==> src/rtl/tt_bus_mux_bridge.sv <==
// tt_bus_mux_bridge: serialises CPU bus accesses onto an 8-bit pin lane (address bytes LSB first, then a data phase with ready/timeout).
// Optional TT_BUS_ADDR_SKIP_EN: resend only address byte 0 when the high bytes match the last completed access.
module tt_bus_mux_bridge #(
  parameter int ADDR_W   = 16,
  parameter int WAIT_MAX = 15
) (
  input  logic              clk,
  input  logic              rst_n,
  input  logic              cpu_req,
  input  logic              cpu_rw,
  input  logic [ADDR_W-1:0] cpu_addr,
  input  logic [7:0]        cpu_wdata,
  output logic [7:0]        cpu_rdata,
  output logic              cpu_done,
  output logic              cpu_busy,
  output logic              cpu_timeout,
  output logic [7:0]        pin_byte,
  output logic [1:0]        pin_phase,
  output logic              pin_first,
  input  logic [7:0]        data_in,
  output logic [7:0]        data_out,
  output logic [7:0]        data_oe,
  input  logic              ext_rdy
);
  localparam int NB = (ADDR_W + 7) / 8;
  localparam int AW = NB * 8;
  typedef enum logic [1:0] {IDLE, ADDR, DATA, DONE} state_t;
  state_t          state_q, state_d;
  logic            rw_q, rw_d, to_q, to_d;
  logic [AW-1:0]   addr_q, addr_d;
  logic [7:0]      wdata_q, wdata_d, rdata_q, rdata_d, cnt_q, cnt_d;
  logic [1:0]      k_q, k_d, last_q, last_d;
  logic            skip;
`ifdef TT_BUS_ADDR_SKIP_EN
  logic [AW-1:0]   hi_q, hi_d;
  logic            hv_q, hv_d;
  assign skip = hv_q && ((AW'(cpu_addr) >> 8) == hi_q);
`else
  assign skip = 1'b0;
`endif
  always_comb begin
    state_d = state_q;
    rw_d    = rw_q;
    to_d    = to_q;
    addr_d  = addr_q;
    wdata_d = wdata_q;
    rdata_d = rdata_q;
    cnt_d   = cnt_q;
    k_d     = k_q;
    last_d  = last_q;
`ifdef TT_BUS_ADDR_SKIP_EN
    hi_d    = hi_q;
    hv_d    = hv_q;
`endif
    case (state_q)
      IDLE: if (cpu_req) begin
        state_d = ADDR;
        rw_d    = cpu_rw;
        addr_d  = AW'(cpu_addr);
        wdata_d = cpu_wdata;
        k_d     = 2'd0;
        last_d  = skip ? 2'd0 : 2'(NB - 1);
        to_d    = 1'b0;
      end
      ADDR: begin
        k_d     = k_q + 2'd1;
        state_d = (k_q == last_q) ? DATA : ADDR;
        cnt_d   = 8'd0;
      end
      DATA: if (ext_rdy || cnt_q == 8'(WAIT_MAX - 1)) begin
        // ready wins over a timeout landing in the same cycle
        state_d = DONE;
        to_d    = !ext_rdy;
        rdata_d = !rw_q ? rdata_q : ext_rdy ? data_in : 8'hFF;
`ifdef TT_BUS_ADDR_SKIP_EN
        hi_d    = addr_q >> 8;
        hv_d    = ext_rdy;
`endif
      end else begin
        cnt_d = cnt_q + 8'd1;
      end
      default: state_d = IDLE;
    endcase
  end
  always_ff @(posedge clk or negedge rst_n) begin
    if (!rst_n) begin
      state_q <= IDLE;
      rw_q    <= 1'b0;
      to_q    <= 1'b0;
      addr_q  <= '0;
      wdata_q <= 8'd0;
      rdata_q <= 8'd0;
      cnt_q   <= 8'd0;
      k_q     <= 2'd0;
      last_q  <= 2'd0;
`ifdef TT_BUS_ADDR_SKIP_EN
      hi_q    <= '0;
      hv_q    <= 1'b0;
`endif
    end else begin
      state_q <= state_d;
      rw_q    <= rw_d;
      to_q    <= to_d;
      addr_q  <= addr_d;
      wdata_q <= wdata_d;
      rdata_q <= rdata_d;
      cnt_q   <= cnt_d;
      k_q     <= k_d;
      last_q  <= last_d;
`ifdef TT_BUS_ADDR_SKIP_EN
      hi_q    <= hi_d;
      hv_q    <= hv_d;
`endif
    end
  end
  logic wr_data;
  assign wr_data     = (state_q == DATA) && !rw_q;
  assign cpu_rdata   = rdata_q;
  assign cpu_busy    = state_q != IDLE;
  assign cpu_done    = state_q == DONE;
  assign cpu_timeout = (state_q == DONE) && to_q;
  assign pin_phase   = state_q == ADDR ? 2'b01 : state_q == DATA ? {1'b1, rw_q} : 2'b00;
  assign pin_first   = (state_q == ADDR) && (k_q == 2'd0);
  assign pin_byte    = state_q == ADDR ? 8'(addr_q >> {k_q, 3'b000}) : wr_data ? wdata_q : 8'd0;
  assign data_out    = wr_data ? wdata_q : 8'd0;
  assign data_oe     = wr_data ? 8'hFF : 8'h00;
endmodule
==> config.mk <==
export PLATFORM = sky130hd
export DESIGN_NAME = tt_bus_mux_bridge
export DESIGN_NICKNAME = d
export VERILOG_FILES = /design/src/rtl/tt_bus_mux_bridge.sv
export SDC_FILE = /design/constraint.sdc
export NUM_CORES = 1
export LEC_CHECK = 0
export BUFFER_PORTS_ARGS = -buffer_cell sky130_fd_sc_hd__buf_4
export CORE_AREA = 3 3 72 74
export DETAILED_ROUTE_END_ITERATION = 6
export DIE_AREA = 0 0 75 77
export PLACE_DENSITY = 0.77
export SLEW_MARGIN = 10
export SYNTH_ARGS = -nofsm -noshare
export SYNTH_HDL_FRONTEND = slang
export SYNTH_SLANG_ARGS = --single-unit
==> constraint.sdc <==
create_clock -name clk -period 2.1 [get_ports clk]
set_clock_uncertainty 0.2 [all_clocks]
set_input_delay 0.105 -clock clk [delete_from_list [all_inputs] [get_ports clk]]
set_output_delay 0.105 -clock clk [all_outputs]
set_load 0.005 [all_outputs]
==> impl_metrics.csv, run 1 <==
group,metric,value,unit
cts,cts-root-buf,"clkbuf_8",
route,vias,1851,
sta,worstMarginPinSlew,0.593,ns
cells_and_area,utilization,0.719,
yosys,synth_top_area_share,0.514,
yosys,synth_area_leaders,"dfrtp_1 51%, mux2_2 6.9%, mux2_1 5.4%",
yosys,ys_top_cells_by_count,"47 x dfrtp_1, 14 x mux2_2, 11 x and2_1, 11 x mux2_1",
cts,cts_max_level,2,
cts,cts_tree,"yes",
cells_and_area,nets,339,
floorplan,initial_core_util,0.491,
placed_design,gp_congestion,0.772,
grt,grt_antenna_before_repair,0,
cts,cts.sinks,47,
floorplan,num_rows,25,
status,status,"finished clean",
yosys,avgSynthCellArea,11.9,sq um
floorplan,die_area,0.00578,sq mm
worst_setup_path,crit_arrival,1.95,ns
cells_and_area,drive_gt1_frac,0.363,
route,drc_errors,0,
route,wl_per_cell,15.0,um
sta,finalSetupTns,0,ns
grt,grt_overflow,0,
yosys,synth_edf_count,0,
worst_setup_path,cp-end-kind,"flop",
grt,grt_max_degree,48,
route,vias_per_cell,5.23,
sta,fmax,508,MHz
yosys,yosysWarnings,0,
floorplan,coreArea,0.00466,sq mm
sta,hold_viol,0,
grt,grt_pass1_vias,1894,
yosys,ys_ff_latch,47,
cts,clk_pin_slew,0.08,ns
worst_setup_path,cp.required,2.08,ns
cells_and_area,antenna_cells,0,
yosys,ys_seq_area_frac,0.514,
yosys,syn_inst,192,
sta,setup_viol,0,
grt,grt_usage,0.201,
yosys,synthFlopType,"dfrtp_1",
sta,rsz0062_at_grt,"no",
yosys,synth_most_common_cell,"dfrtp_1",
cts,worstSkewPairLatency,0.29,ns
placed_design,dpl-instance-area,0.00285,sq mm
power_and_ir_drop,power_density,1140,mW/mm^2
route,dr.pass1.iters,4,
grt,grt_pass1_wl,9.05,mm
worst_setup_path,critPathKind,"flop to flop",
power_and_ir_drop,leakagePower,1.57,nW
worst_setup_path,start_kind,"flop",
yosys,yosys.area.top_type,"dfrtp_1",
cts,cts_made_buffers,5,
worst_setup_path,crit_fanout,28,
floorplan,fp.dieW,75,um
yosys,syn_nets,232,
power_and_ir_drop,finalPower,3.81,mW
power_and_ir_drop,vdd_drop_max,698,uV
hold_path,holdCritPathClass,"input port to async pin",
route,ant_nets,0,
placed_design,io_buffer_count,74,
cts,cts_buffer_depth,2,
yosys,synth_area,0.00229,sq mm
sta,relSlewSlack,0.605,
floorplan,die_y,77,um
run,max-cap-violations,0,
route,wl,5.31,mm
sta,finalCriticalPeriod,1.97,ns
placed_design,dp_hpwl,3.46,mm
floorplan,ios,75,
sta,drv_slew,0,
cells_and_area,area_growth,46.3,%
cells_and_area,final_cell_area,0.00335,sq mm
yosys,synthArstFlopShare,1.00,
sta,fin_crit_sh,0.937,
route,first_iter_violations,102,
yosys,synth.distinct_cells,42,
==> flip-flops by register name, indices dropped and copies added, names as in the netlist <==
| register | flops |
|---|---|
| to_q | 1 |
| cnt_q | 8 |
| cpu_rdata | 8 |
| k_q | 2 |
| last_q | 1 |
| wdata_q | 8 |
| addr_q | 16 |
| rw_q | 1 |
| state_q | 2 |
==> cells in the final DEF (no fill, tap or decap), types with 2 or more instances in the layout <==
cell	Yosys	final
dfrtp_2	0	2
o22a_1	8	8
a21oi_1	3	3
nand2_1	8	8
buf_4	10	77
or3_1	2	2
and2_1	11	11
o31ai_1	2	2
nor2_1	5	5
mux2_2	14	14
mux2_1	11	11
and3_1	3	3
mux2i_1	10	10
o21a_1	2	2
o21ai_0	5	5
ha_1	3	3
clkbuf_8	0	6
dlygate4sd3_1	0	36
dfrtp_1	47	45
o21ai_1	2	2
inv_1	6	6
nand2b_1	3	2
nand3_1	5	5
a31oi_1	2	2
o21bai_1	8	8
==> final cells by class <==
type | instances | area [sq um]
clock inverter | 2 | 35.0
multi-input combinational | 124 | 993
timing repair buffer | 115 | 970
clock buffer | 6 | 82.6
sequential | 47 | 1180
fill | 334 | 1310
tap | 54 | 67.6
inverter | 6 | 22.5
==> cells by family after synthesis <==
| group | share of synthesized area |
|---|---|
| simple gates | 0.114 |
| flops | 0.514 |
| xor+xnor | 0.00383 |
| compound gates | 0.123 |
| buf+inv | 0.0557 |
| fa+ha+maj | 0.0164 |
| mux | 0.173 |
==> layer usage <==
layer  vias to the layer above  part of all wire  GRT usage
li1                        892                 -          -
met5                         -                 0          0
met3                         4             0.068     0.0668
met1                       898              0.42      0.264
met4                         0            0.0092     0.0463
met2                        57              0.50      0.319
==> repair_timing <==
action / in CTS / in global routing
endpoints found under the hold margin: 83 / 0
gates resized for setup: 2 / 3
setup endpoints to repair: 8 / 10
buffers inserted: 0 / 1
hold buffers: 36 / 0
==> path summary, 6_finish.rpt <==
path | from | to | slack [ns] | depth (start not counted)
worst max register to register | state_q[0] | addr_q[3] | 0.13 | 5
worst min register to register | wdata_q[1] | wdata_q[1] | 0.28 | 1
min in group clk | wdata_q[1] | wdata_q[1] | 0.28 | 1
worst min-delay path | rst_n | cpu_rdata[0] | 0.16 | 2
worst max-delay path | state_q[0] | addr_q[3] | 0.13 | 5
max in group asynchronous | rst_n | state_q[1] | 1.11 | 2
==> through the flow <==
step / hold WS [ns] / std cells / setup WS [ns]
2_1_floorplan: -0.391 / 192 / 0.278
3_3_place_gp: -0.0466 / 309 / 0.242
3_5_place_dp: -0.0447 / 309 / 0.162
4_1_cts: 0.173 / 353 / 0.00311
5_1_grt: 0.205 / 354 / 0.0181
6_report: 0.162 / 354 / 0.133
==> critical path: stages (launching register included) <==
cell and delay [ns]:
dfrtp_2 0.44, buf_4 0.15, nor2_1 0.24, and2_1 0.25
buf_12 0.20, mux2_2 0.36
==> power breakdown <==
group	leakage [nW]	internal, mW	switching [mW]	total, mW
clock network	0.0612	0.385	0.299	0.684
registers	0.567	1.28	0.250	1.53
logic	0.941	0.939	0.653	1.59
total	1.57	2.61	1.20	3.81
(Power assumes the default switching activity.)
==> inputs of run 2 (changes only) <==
Settings changed: ABC_AREA set to 1, CORE_AREA 3 3 72 74 to 3 3 73 75, DIE_AREA 0 0 75 77 to 0 0 76 78, PLACE_DENSITY 0.77 to 0.76.
==> run 2 against run 1 <==
  * Setup slack lost 0.018 ns
  * Total power shrank 5.4%
  * Synthesized area grew 1.4%
  * Worst hold slack lost 0.13 ns
  * Die area grew 2.6%
  * Largest power group unchanged
  * Highest routed layer unchanged
==> impl_metrics.csv, run 2 <==
group,metric,value,unit
worst_setup_path,crit_fanout,3,
sta,rsz0062_at_grt,"no",
route,first_iter_violations,111,
placed_design,dp_hpwl,3.94,mm
power_and_ir_drop,finalPower,3.60,mW
cells_and_area,final_common_cell,"nand2_1",
cells_and_area,largest_reg_flops,16,
cts,cts-root-buf,"clkbuf_8",
floorplan,coreArea,0.00472,sq mm
yosys,synthArstFlopShare,1.00,
yosys,syn_nets,338,
cells_and_area,multi_input_area,917,sq um
cells_and_area,antenna_cells,0,
cts,clk_pin_slew,0.09,ns
route,dr.pass1.iters,5,
floorplan,fp.dieW,76,um
floorplan,initial_core_util,0.491,
worst_setup_path,critPathSlowestCell,"dlygate4sd3_1",
cts,cts_max_level,2,
worst_setup_path,critPathKind,"flop to flop",
cts,worstSkewPairLatency,0.30,ns
route,wl_per_cell,12.6,um
worst_setup_path,start_kind,"flop",
cells_and_area,area_growth,44.4,%
sta,fin_crit_sh,0.945,
hold_path,min_from,"cpu_req",
cells_and_area,nets,443,
power_and_ir_drop,switchingPower,1.35,mW
cts,cts_made_buffers,5,
yosys,ys_top_cells_by_count,"95 x nand2_1, 47 x dfrtp_1, 45 x nor2_1, 35 x inv_1, 18 x o21ai_0",
floorplan,num_rows,25,
grt,grt_overflow,0,
worst_setup_path,cp-end-kind,"flop",
power_and_ir_drop,power_density,1080,mW/mm^2
power_and_ir_drop,pwr-share-clk,0.168,
hold_path,min_to,"state_q[0]",
yosys,yosysWarnings,0,
cts,post-cts-setup-buffers,0,
yosys,yosys.area.top_type,"dfrtp_1",
route,vias_per_cell,4.82,
grt,grt_pass1_vias,2201,
placed_design,gp_congestion,0.794,
cts,cts_buffer_depth,2,
cells_and_area,final_cell_mix,"94 x nand2_1, 76 x buf_4, 47 x dfrtp_1",
hold_path,hold_depth,4,
sta,whs,0.0297,ns
grt,grt_max_degree,48,
power_and_ir_drop,vdd_drop_max,582,uV
power_and_ir_drop,sw_frac_of_total,0.375,
worst_setup_path,crit_chain,"inv_1 -> ha_1 -> nand3_1 -> nor2_1 -> nand3_1 -> dlygate4sd3_1 -> nand2_1",
worst_setup_path,rrSetupSlack,0.12,ns
route,wl,5.92,mm
power_and_ir_drop,leakagePower,1.79,nW
cells_and_area,regArea,0.00118,sq mm
worst_setup_path,rr_worst_depth,7,
worst_setup_path,cp.required,2.14,ns
route,vias,2270,
cells_and_area,top_register,"addr_q",
yosys,ys_seq_area_frac,0.507,
yosys,synth.distinct_cells,21,
floorplan,die_y,78,um
yosys,avgSynthCellArea,7.79,sq um
placed_design,io_buffer_count,74,
yosys,synth_most_common_cell,"nand2_1",
yosys,synth_edf_count,0,
hold_path,holdCritPathClass,"input port to flop",
sta,hold_viol,0,
sta,fmax,504,MHz
yosys,synth_area,0.00232,sq mm
grt,grt_usage,0.207,
sta,finalCriticalPeriod,1.98,ns
sta,drv_slew,0,
sta,setup_viol,0,
floorplan,ios,75,
grt,grt_pass1_wl,9.93,mm
power_and_ir_drop,p_comb_frac,0.439,
worst_setup_path,slowest_delay,0.57,ns
grt,grt_antenna_before_repair,0,
cts,cts.sinks,47,
power_and_ir_drop,p_seq_frac,0.393,
worst_setup_path,r2r_start,"cnt_q[0]",
route,drc_errors,0,
worst_setup_path,crit_arrival,2.02,ns
cts,cts_tree,"yes",
yosys,syn_inst,298,
yosys,synth_area_leaders,"dfrtp_1 51%, nand2_1 15%, nor2_1 7.3%",
yosys,synthFlopType,"dfrtp_1",
status,status,"finished clean",
power_and_ir_drop,p_int,2.25,mW
yosys,ys_ff_latch,47,
worst_setup_path,cpMostUsedCell,"nand3_1",
sta,finalSetupTns,0,ns
sta,worstMarginPinSlew,0.583,ns
cells_and_area,drive_gt1_frac,0.240,
yosys,synth_top_area_share,0.507,
floorplan,die_area,0.00593,sq mm
worst_setup_path,regToRegEndpoint,"to_q",
sta,relSlewSlack,0.611,
route,ant_nets,0,
run,max-cap-violations,0,
cells_and_area,fill_cells,361,
[run 2: cell count changes after synthesis, moves of 4 or more]
cell      before  now
nand2_1        8   95
nor2_1         5   45
inv_1          6   35
mux2_2        14    0
o21ai_0        5   18
and2_1        11    0
mux2_1        11    0
mux2i_1       10    1
o22a_1         8    0
a21oi_1        3   10
o21bai_1       8    1
o32ai_1        0    7
nand2_2        0    4
[run 2: power groups by stage]
| stage | logic [mW] | clock network [mW] | registers, mW |
|---|---|---|---|
| after floorplan | 0.890 | 0 | 1.39 |
| after global placement | 1.48 | 0 | 1.41 |
| after detailed placement | 1.52 | 0 | 1.42 |
| after CTS | 1.57 | 0.609 | 1.41 |
| after global routing | 1.80 | 0.645 | 1.45 |
| final | 1.58 | 0.605 | 1.42 |
[run 2: what timing repair did]
action	in CTS	in global routing
setup endpoints to repair	0	15
hold endpoints to repair	81	0
hold buffers	36	0
gates resized for setup	0	4
[run 2: per-layer routing]
layer,GRT usage,wire length (um)
met5,0,0
met4,0.0507,70
met3,0.0580,400
met2,0.355,2870
met1,0.261,2570
[run 2: final cells by class]
cell class | instances | share of cell area
inverter | 38 | 0.0426
sequential | 47 | 0.351
multi-input combinational | 199 | 0.274
tap | 67 | 0.0250
clock buffer | 8 | 0.0299
timing repair buffer | 112 | 0.278
[run 2: logic make-up after synthesis]
family / Yosys count / synth area share
AO/OA/AOI/OAI: 39 / 0.100
adder cells (fa/ha/maj): 3 / 0.0162
buffers and inverters: 52 / 0.102
flip-flops: 47 / 0.507
multiplexers: 1 / 0.00431
XOR/XNOR: 2 / 0.00755
AND/OR/NAND/NOR: 154 / 0.263
[run 2: how the worst max path moves through the flow]
stage,end,slack [ns],from
final,to_q,0.12,cnt_q[0]
after global routing,to_q,0.01,state_q[1]
after CTS,pin_byte[7],0.01,state_q[0]
after detailed placement,pin_byte[7],0.35,state_q[0]
after global placement,pin_byte[4],0.46,state_q[0]
after floorplan,data_oe[0],0.57,state_q[0]
[run 2: worst max-delay path, delay by kind of cell (launching register included)]
kind / cells / cell delay [ns]
AND/OR/NAND/NOR: 4 / 0.50
buffers and inverters: 2 / 0.66
adder cells (fa/ha/maj): 1 / 0.15
flip-flops: 1 / 0.40
[run 2: stage by stage]
step | util | setup slack, ns | cells | area [sq um]
final | 0.709 | 0.116 | 471 | 3350
after CTS | 0.707 | 0.0134 | 471 | 3340
after detailed placement | 0.610 | 0.354 | 427 | 2880
after global placement | 0.610 | 0.456 | 427 | 2880
after floorplan | - | 0.572 | 298 | 2320
after global routing | 0.709 | 0.0120 | 471 | 3350
==> inputs of run 3 (changes only) <==
Settings changed: CORE_AREA 3 3 73 75 to 3 3 76 78, DIE_AREA 0 0 76 78 to 0 0 79 81, PLACE_DENSITY 0.76 to 0.74.
Clock period 2.1 ns to 1.65 ns, I/O delays scaled along.
==> run 3 against run 2 <==
  * The run now ends with negative setup slack left
  * Non-clock buffer count is 23 higher
  * Global-route usage is 0.47 points higher
  * Total power is 57% higher
  * Via count is 7.4% higher
  * Highest routed layer unchanged
==> impl_metrics.csv, run 3 (synthesized netlist as in run 2, its figures left out) <==
group,metric,value,unit
grt,gr-usage-met2,0.374,
worst_setup_path,crit_chain,"inv_4 -> nor2_4 -> nand2_4 -> o32ai_1 -> buf_4",
placed_design,dp_slack,0.0152,ns
sta,finalCriticalPeriod,1.85,ns
worst_setup_path,critPathSlowestCell,"dfrtp_1",
power_and_ir_drop,power_density,1450,mW/mm^2
cts,cts-root-buf,"clkbuf_8",
status,violations,"negative setup slack",
route,dr.pass1.iters,4,
sta,setup_viol,24,
cells_and_area,final_cell_area,0.00390,sq mm
worst_setup_path,start_kind,"flop",
floorplan,num_rows,26,
worst_setup_path,cp-end-kind,"primary output",
cells_and_area,area_growth,68.0,%
placed_design,gp_congestion,0.860,
worst_setup_path,r2r_start,"cnt_q[0]",
sta,relSlewSlack,0.601,
route,wl,7.37,mm
worst_setup_path,rr_worst_depth,7,
grt,use_met3,0.0499,
cells_and_area,drive_gt1_frac,0.355,
grt,grt_busiest_layer,"met2",
cts,cts_made_buffers,5,
grt,grt_pass1_wl,10.6,mm
placed_design,dp_hpwl,3.94,mm
worst_setup_path,critPathKind,"flop to primary output",
floorplan,die_area,0.00640,sq mm
cells_and_area,top_register,"addr_q",
sta,drv_slew,0,
floorplan,ios,75,
cells_and_area,nets,467,
worst_setup_path,crit_fanout,8,
cts,cts_tree,"yes",
hold_path,holdCritPathClass,"input port to async pin",
grt,grt_antenna_before_repair,0,
cts,cts.sinks,47,
sta,fin_crit_sh,1.12,
sta,worstMarginPinSlew,0.599,ns
grt,grt_pass1_vias,2370,
floorplan,die_y,81,um
route,ant_nets,0,
cells_and_area,largest_reg_flops,16,
route,vias,2437,
status,status,"complete, but fails checks",
route,wl_per_cell,14.8,um
sta,fmax,542,MHz
worst_setup_path,cp.required,1.37,ns
cells_and_area,instances_no_fill,498,
floorplan,coreArea,0.00514,sq mm
grt,grt_usage,0.212,
placed_design,dpl-instance-area,0.00294,sq mm
floorplan,fp.dieW,79,um
placed_design,place_inst,436,
cts,worstSkewPairLatency,0.30,ns
sta,hold_viol,0,
grt,grt.met1_usage,0.249,
cts,clk_pin_slew,0.09,ns
worst_setup_path,regToRegEndpoint,"cnt_q[4]",
sta,finalSetupTns,-2.03,ns
worst_setup_path,slowest_delay,0.40,ns
grt,grt_max_degree,48,
run,max-cap-violations,0,
power_and_ir_drop,leakagePower,1.96,nW
cells_and_area,antenna_cells,0,
grt,grt_overflow,0,
placed_design,io_buffer_count,74,
worst_setup_path,crit_arrival,1.56,ns
cells_and_area,final_cell_mix,"92 x nand2_1, 81 x buf_4, 46 x dfrtp_1",
cells_and_area,utilization,0.759,
cts,cts_buffer_depth,2,
power_and_ir_drop,vdd_drop_max,819,uV
cells_and_area,final_common_cell,"nand2_1",
sta,finalWorstSetupSlack,-0.196,ns
route,vias_per_cell,4.89,
sta,whs,0.135,ns
sta,rsz0062_at_grt,"yes",
floorplan,initial_core_util,0.452,
power_and_ir_drop,finalPower,5.65,mW
worst_setup_path,rrSetupSlack,0.02,ns
route,drc_errors,0,
route,first_iter_violations,152,
cts,cts_max_level,2,
==> run 3: changes by cell type in the layout (fill, tap and decap cells not counted), sizes merged <==
cell      before  now
nand2         99  100
inv           37   36
clkbuf         8    9
clkinvlp       0    2
buf           76   97
==> run 3: power by group <==
part	switching, mW	leakage [nW]	internal (mW)
Clock	0.383	0.0505	0.381
Sequential	0.251	0.573	1.58
Combinational	1.63	1.34	1.42
Total	2.26	1.96	3.39
==> run 3: worst max-delay path: cells and delay by family (launching register included) <==
kind,cells,cell delay (ns)
AO/OA/AOI/OAI,1,0.32
flip-flops,1,0.40
AND/OR/NAND/NOR,2,0.30
buffers and inverters,2,0.26
==> run 3: repair_timing <==
action / in CTS / in global routing
resized for setup: 38 / 45
buffers inserted: 5 / 10
cloned: 1 / 2
pin swaps: 2 / 8
endpoints found under the setup margin: 31 / 70
hold endpoints to repair: 85 / 0
hold buffers: 36 / 0
==> run 3: worst max path at each step <==
stage,from,endpoint,slack [ns]
after floorplan,state_q[0],data_oe[0],0.14
after global placement,cnt_q[0],cnt_q[3],0.02
after detailed placement,state_q[0],pin_byte[4],0.02
after CTS,state_q[1],data_oe[1],-0.10
after global routing,state_q[0],pin_byte[7],-0.28
final,state_q[0],pin_byte[7],-0.20
==> run 3: cell type report <==
type | instances | area (sq um)
clock buffer | 7 | 96.3
clock inverter | 1 | 7.51
fill | 347 | 1240
inverter | 38 | 169
multi-input combinational | 200 | 1140
sequential | 47 | 1180
tap | 70 | 87.6
timing repair buffer | 135 | 1220
==> run 3: per-layer routing <==
metal,part of all wire,routed length (um)
met1,0.39,2840
met2,0.52,3860
met3,0.065,482
met4,0.025,186
met5,0,0
